**config.mk**
```make
export PLATFORM = sky130hd
export DESIGN_NAME = crc_stream_engine
export DESIGN_NICKNAME = d
export VERILOG_FILES = /design/src/rtl/crc_pkg.sv /design/src/rtl/crc_xor_tree.sv /design/src/rtl/crc_stream_engine.sv
export SDC_FILE = /design/constraint.sdc
export NUM_CORES = 1
export LEC_CHECK = 0
export ABC_AREA = 1
export ABC_CLOCK_PERIOD_IN_PS = 5600
export BUFFER_PORTS_ARGS = -buffer_cell sky130_fd_sc_hd__buf_2
export CAP_MARGIN = 15
export CELL_PAD_IN_SITES_DETAIL_PLACEMENT = 1
export CELL_PAD_IN_SITES_GLOBAL_PLACEMENT = 2
export CORE_MARGIN = 5
export CORE_UTILIZATION = 29
export CTS_CLUSTER_SIZE = 20
export DETAILED_ROUTE_END_ITERATION = 7
export GPL_TIMING_DRIVEN = 0
export PLACE_DENSITY = 0.9
export SETUP_SLACK_MARGIN = 0.02
export SYNTH_ARGS = -nofsm -noshare
export SYNTH_HDL_FRONTEND = slang
export SYNTH_SLANG_ARGS = --single-unit
```
**constraint.sdc**
```tcl
create_clock -name clk -period 5.6 [get_ports clk]
set_input_delay 1.12 -clock clk [delete_from_list [all_inputs] [get_ports clk]]
set_output_delay 1.12 -clock clk [all_outputs]
set_load 0.01 [all_outputs]
```
**src/rtl/crc_pkg.sv**
```systemverilog
// rtl/crc_pkg.sv - shared CRC step/reverse helpers and FSM state type for the CRC stream engine
package crc_pkg;

  typedef enum logic {IDLE, ACTIVE} state_t;

  // One serial CRC step on the low w bits of crc (w <= 32); upper bits come back zero.
  function automatic logic [31:0] crc_step(input logic [31:0] crc, input logic b,
                                           input logic [31:0] poly, input int w);
    logic [31:0] sh;
    logic [31:0] mask;
    logic        fb;
    sh   = crc >> (w - 1);
    fb   = sh[0] ^ b;
    mask = (w >= 32) ? 32'hFFFF_FFFF : ((32'd1 << w) - 32'd1);
    return ((crc << 1) ^ (fb ? poly : 32'd0)) & mask;
  endfunction

  // Reverses the low w bits of v (w <= 64).
  function automatic logic [63:0] bit_reverse(input logic [63:0] v, input int w);
    logic [63:0] r;
    logic [63:0] t;
    r = '0;
    t = v;
    for (int i = 0; i < 64; i++) begin
      if (i < w) begin
        r = {r[62:0], t[0]};
        t = t >> 1;
      end
    end
    return r;
  endfunction

endpackage

```
**src/rtl/crc_xor_tree.sv**
```systemverilog
// rtl/crc_xor_tree.sv - combinational multi-bit CRC update, MSB-first, with partial-beat bit count
module crc_xor_tree
  import crc_pkg::*;
#(
  parameter int              CRC_W  = 5,
  parameter logic [CRC_W-1:0] POLY  = 5'h05,
  parameter int              DATA_W = 4
) (
  input  logic [CRC_W-1:0]              crc_in,
  input  logic [DATA_W-1:0]             data,
  input  logic [$clog2(DATA_W+1)-1:0]   nbits,
  output logic [CRC_W-1:0]              crc_out
);

  int               n_eff;
  logic [CRC_W-1:0] acc;

  // nbits of 0 or anything above DATA_W means a full beat
  always_comb begin
    n_eff = int'(nbits);
    if (n_eff == 0 || n_eff > DATA_W) n_eff = DATA_W;
    acc = crc_in;
    for (int i = 0; i < DATA_W; i++) begin
      if (i < n_eff) acc = CRC_W'(crc_step(32'(acc), data[DATA_W-1-i], 32'(POLY), CRC_W));
    end
  end

  assign crc_out = acc;

endmodule

```
**src/rtl/crc_stream_engine.sv**
```systemverilog
// rtl/crc_stream_engine.sv - streaming CRC generator/checker with framing, handshake and residue check
module crc_stream_engine
  import crc_pkg::*;
#(
  parameter int               CRC_W   = 5,
  parameter logic [CRC_W-1:0] POLY    = 5'h05,
  parameter int               DATA_W  = 4,
  parameter logic [CRC_W-1:0] INIT    = 5'h1F,
  parameter logic [CRC_W-1:0] XOROUT  = 5'h00,
  parameter logic [CRC_W-1:0] RESIDUE = 5'h00,
  parameter bit               REFIN   = 1'b0,
  parameter bit               REFOUT  = 1'b0
) (
  input  logic                            clk,
  input  logic                            rst,
  input  logic                            s_valid,
  output logic                            s_ready,
  input  logic [DATA_W-1:0]               s_data,
  input  logic                            s_sof,
  input  logic                            s_eof,
  input  logic [$clog2(DATA_W+1)-1:0]     s_nbits,
  output logic                            m_valid,
  input  logic                            m_ready,
  output logic [CRC_W-1:0]                m_crc,
  output logic                            m_match,
  output logic [CRC_W-1:0]                crc_state,
  output logic                            sof_abort
);

  localparam int NBITS_W = $clog2(DATA_W + 1);

  state_t             state;
  logic               accept;
  logic [DATA_W-1:0]  data_in;
  logic [CRC_W-1:0]   seed;
  logic [CRC_W-1:0]   crc_next;
  logic [CRC_W-1:0]   crc_final;
  logic [NBITS_W-1:0] beat_nbits;

  // Stall only while a finished result is waiting for the consumer
  assign s_ready    = !rst && !(m_valid && !m_ready);
  assign accept     = s_valid && s_ready;
  assign data_in    = REFIN ? DATA_W'(bit_reverse(64'(s_data), DATA_W)) : s_data;
  assign seed       = (state == IDLE || s_sof) ? INIT : crc_state;
  assign beat_nbits = s_eof ? s_nbits : '0;
  assign crc_final  = (REFOUT ? CRC_W'(bit_reverse(64'(crc_next), CRC_W)) : crc_next) ^ XOROUT;

  crc_xor_tree #(
    .CRC_W  (CRC_W),
    .POLY   (POLY),
    .DATA_W (DATA_W)
  ) u_tree (
    .crc_in  (seed),
    .data    (data_in),
    .nbits   (beat_nbits),
    .crc_out (crc_next)
  );

  always_ff @(posedge clk) begin
    if (rst) begin
      state     <= IDLE;
      crc_state <= INIT;
      m_valid   <= 1'b0;
      m_crc     <= '0;
      m_match   <= 1'b0;
      sof_abort <= 1'b0;
    end else begin
      sof_abort <= 1'b0;
      if (m_valid && m_ready) m_valid <= 1'b0;
      if (accept) begin
        crc_state <= crc_next;
        if (state == ACTIVE && s_sof) sof_abort <= 1'b1;
        if (s_eof) begin
          m_valid <= 1'b1;
          m_crc   <= crc_final;
          m_match <= (crc_next == RESIDUE);
          state   <= IDLE;
        end else begin
          state <= ACTIVE;
        end
      end
    end
  end

endmodule

```
==> results by group <==
CTS
  • Htree depth: 1
  • Worst-Skew Late Latency: 240 ps
  • CTS tree: done
  • Clk buf depth: 2
  • CTS Buf Count: 3
  • Clk sinks: 14
  • Setup bufs post-CTS: 0
  • Hold buffers post-CTS: 0
  • CTS Root Cell: clkbuf_8
  • Clock Pin Slew Worst Setup and Hold Paths: 50 ps
  • Post-cts resize count: 0

Floorplan
  • Count of standard-cell rows: 22
  • Core footprint: 3720 um2
  • Die area: 5250 um2
  • Starting Density: 0.305
  • Die height: 72.5 um
  • Boundary pin count: 27
  • Die extent in x: 72.5 um

Place
  • GPL Wtd Cong: 0.726
  • Dpl hpwl: 2.72 mm
  • Dpl cell area: 1320 um2
  • Placed insts: 262
  • IO Port Bufs: 25

Final layout
  • Post-route cell area: 1360 um2
  • Reg area: 280 um2
  • Area of the multi-input gates: 717 um2
  • Diode count: 0
  • Non-Filler Instances: 265
  • Commonest non-fill, non-tap cell in the layout: nand2_1
  • Commonest cells after routing, fill and taps aside: 65 x nand2_1, 31 x inv_1, 26 x nand3_1
  • Area grow syn2layout: 20.0%
  • Fillers: 531
  • Layout cells sized above 1: 0.230
  • Final Net Count: 234

Timing
  • Setup repair after global routing missed its margin: no
  • Total negative slack: 0 ps
  • Max Slew Vio Count: 0
  • Post-Route Skew: 0.399 ps
  • Final Hold Vio Count: 0
  • Max transition margin: 0.824
  • Final setup viols: 0
  • Hold WS: 478 ps
  • Tmin final: 3070 ps
  • Slew @ Worst Pin: 264 ps
  • Fmax: 0.325 GHz
  • Tcrit/Tclk final: 0.549

Setup path
  • Critical-path maximum fanout: 8
  • Worst Path Arrival: 3250 ps
  • CP Launch Type: input pin
  • Reg-to-reg endpoint: m_match$_SDFFE_PP0P_
  • Flop2flop setup slack: 3540 ps
  • Critical path class: input pin to flip-flop
  • R2r worst-path depth: 16
  • R2R Path Start: state$_SDFFE_PP0P_
  • Critical path data required time: 5780 ps
  • Crit path capture type: flip-flop

Route
  • Drt total wl: 3.13 mm
  • Detailed Routing Iterations Pass 1: 4
  • DRC: 0
  • Vias per inst: 4.66
  • DR vias: 1,234
  • DRT antenna net count: 0
  • DRC violation total after the first TritonRoute iteration: 46
  • Wire per inst: 11.8 um

Pwr
  • Leak: 0.763 nW
  • Seq pwr share: 0.366
  • VDD IR max: 140 uV
  • Switching power: 0.115 mW
  • Internal: 0.196 mW
  • Switching share of power: 0.371
  • Total power: 0.311 mW
  • Pwr Density: 229 nW/um2
  • Clk pwr share: 0.257
  • Combinational cell fraction of total power: 0.377

GRT
  • Largest net degree at the start of global routing: 9
  • Global-route wire length before repair: 5.44 mm
  • Initial antenna violation count: 0
  • All-layer global routing usage: 0.126
  • Number of global-route vias before repair: 1,228
  • Total gr overflow: 0

Worst hold path
  • Hold WC Path Type: flip-flop to flip-flop
  • Hold depth: 2
  • Worst hold endpoint: m_match$_SDFFE_PP0P_
  • Hold Startpoint: m_match$_SDFFE_PP0P_

Synthesis
  • Register area share after synthesis: 0.248
  • FFs w/ async S/R, synth: 0
  • Number of enable flip-flop cells after synthesis: 0
  • Top_reg_cell synth: dfxtp_1
  • Synth Warn #: 0
  • Cell area after synthesis: 1130 um2
  • Post-Synthesis Cells: 189
  • Synth Register Bits: 14
  • Syn_nets: 204
  • Mapped Avg Cell Area: 5.99 um2
  • Synth unique cells: 24

Run status
  • Status: finished clean

Flow run
  • # Max-Cap Violations: 0
-- power by group through the flow --
stage | Clock, mW | Sequential [mW] | Combinational, mW
2_1_floorplan | 0 | 0.119 | 0.0800
3_3_place_gp | 0 | 0.116 | 0.117
3_5_place_dp | 0 | 0.116 | 0.119
4_1_cts | 0.0818 | 0.114 | 0.119
5_1_grt | 0.0886 | 0.115 | 0.134
6_report | 0.0800 | 0.114 | 0.117
-- cells by family after synthesis --
family	share of synthesized area
AND/OR/NAND/NOR	0.495
AO/OA/AOI/OAI	0.116
adder cells (fa/ha/maj)	0.0221
flip-flops	0.248
buffers and inverters	0.119
-- area by class of cell --
| type | instances | share of cell area |
|---|---|---|
| tap | 48 | 0.0442 |
| inverter | 34 | 0.0939 |
| timing repair buffer | 25 | 0.0921 |
| multi-input combinational | 140 | 0.528 |
| buffer | 1 | 0.00552 |
| clock buffer | 3 | 0.0304 |
| sequential | 14 | 0.206 |
-- Yosys cell counts, types with 2 or more instances --
master	number	area [um2]
nand3_1	26	130
o22ai_1	2	12.5
dfxtp_1	14	280
nor2_1	5	18.8
inv_1	31	116
ha_1	2	25.0
nand2_2	6	37.5
nand2_1	65	244
nor2_2	2	12.5
o21ai_0	5	25.0
nand3_2	7	70.1
a21oi_1	6	30.0
o211ai_1	4	30.0
inv_2	3	11.3
o21ai_1	2	10.0
-- worst max-delay path by stage --
stage | cells past startpoint | startpoint | end
floorplan | 19 | s_eof | m_match$_SDFFE_PP0P_
global placement | 18 | s_eof | m_match$_SDFFE_PP0P_
detailed placement | 18 | s_eof | m_match$_SDFFE_PP0P_
CTS | 18 | s_eof | m_match$_SDFFE_PP0P_
global route | 18 | s_eof | m_crc[2]$_SDFFE_PP0P_
finish | 19 | s_eof | m_match$_SDFFE_PP0P_
-- through the flow --
step / worst slack (ps) / utilization
floorplan: 2600 / -
detailed placement: 2240 / 0.355
global placement: 2240 / 0.355
CTS: 2490 / 0.366
global route: 2210 / 0.366
finish: 2530 / 0.366
-- layer usage --
layer / global-route usage / vias up / share of wire
li1: - / 656 / -
met1: 0.162 / 559 / 0.48
met2: 0.222 / 17 / 0.49
met3: 0.0222 / 2 / 0.030
met4: 0.0225 / 0 / 0.0061
met5: 0 / - / 0
-- critical path: stages --
cell and delay (ps):
buf_4 150, nand2_2 70, nand2_1 70, ha_1 300, inv_1 70, nand3_2 120, nand3_2 150, nand2_1 100
nand3_2 120, nand2_2 80, nand2_1 120, nand2_1 110, nand2_1 90, nand3_1 70, nand2_1 140, nand2_1 70
nor2_1 90, nand2_1 70, a21oi_2 120
-- flip-flops by register name (all words and copies together), names as in the netlist --
name       count
state          1
m_match        1
crc_state      5
sof_abort      1
m_crc          5
m_valid        1
Power figures use the tool's default switching activity.
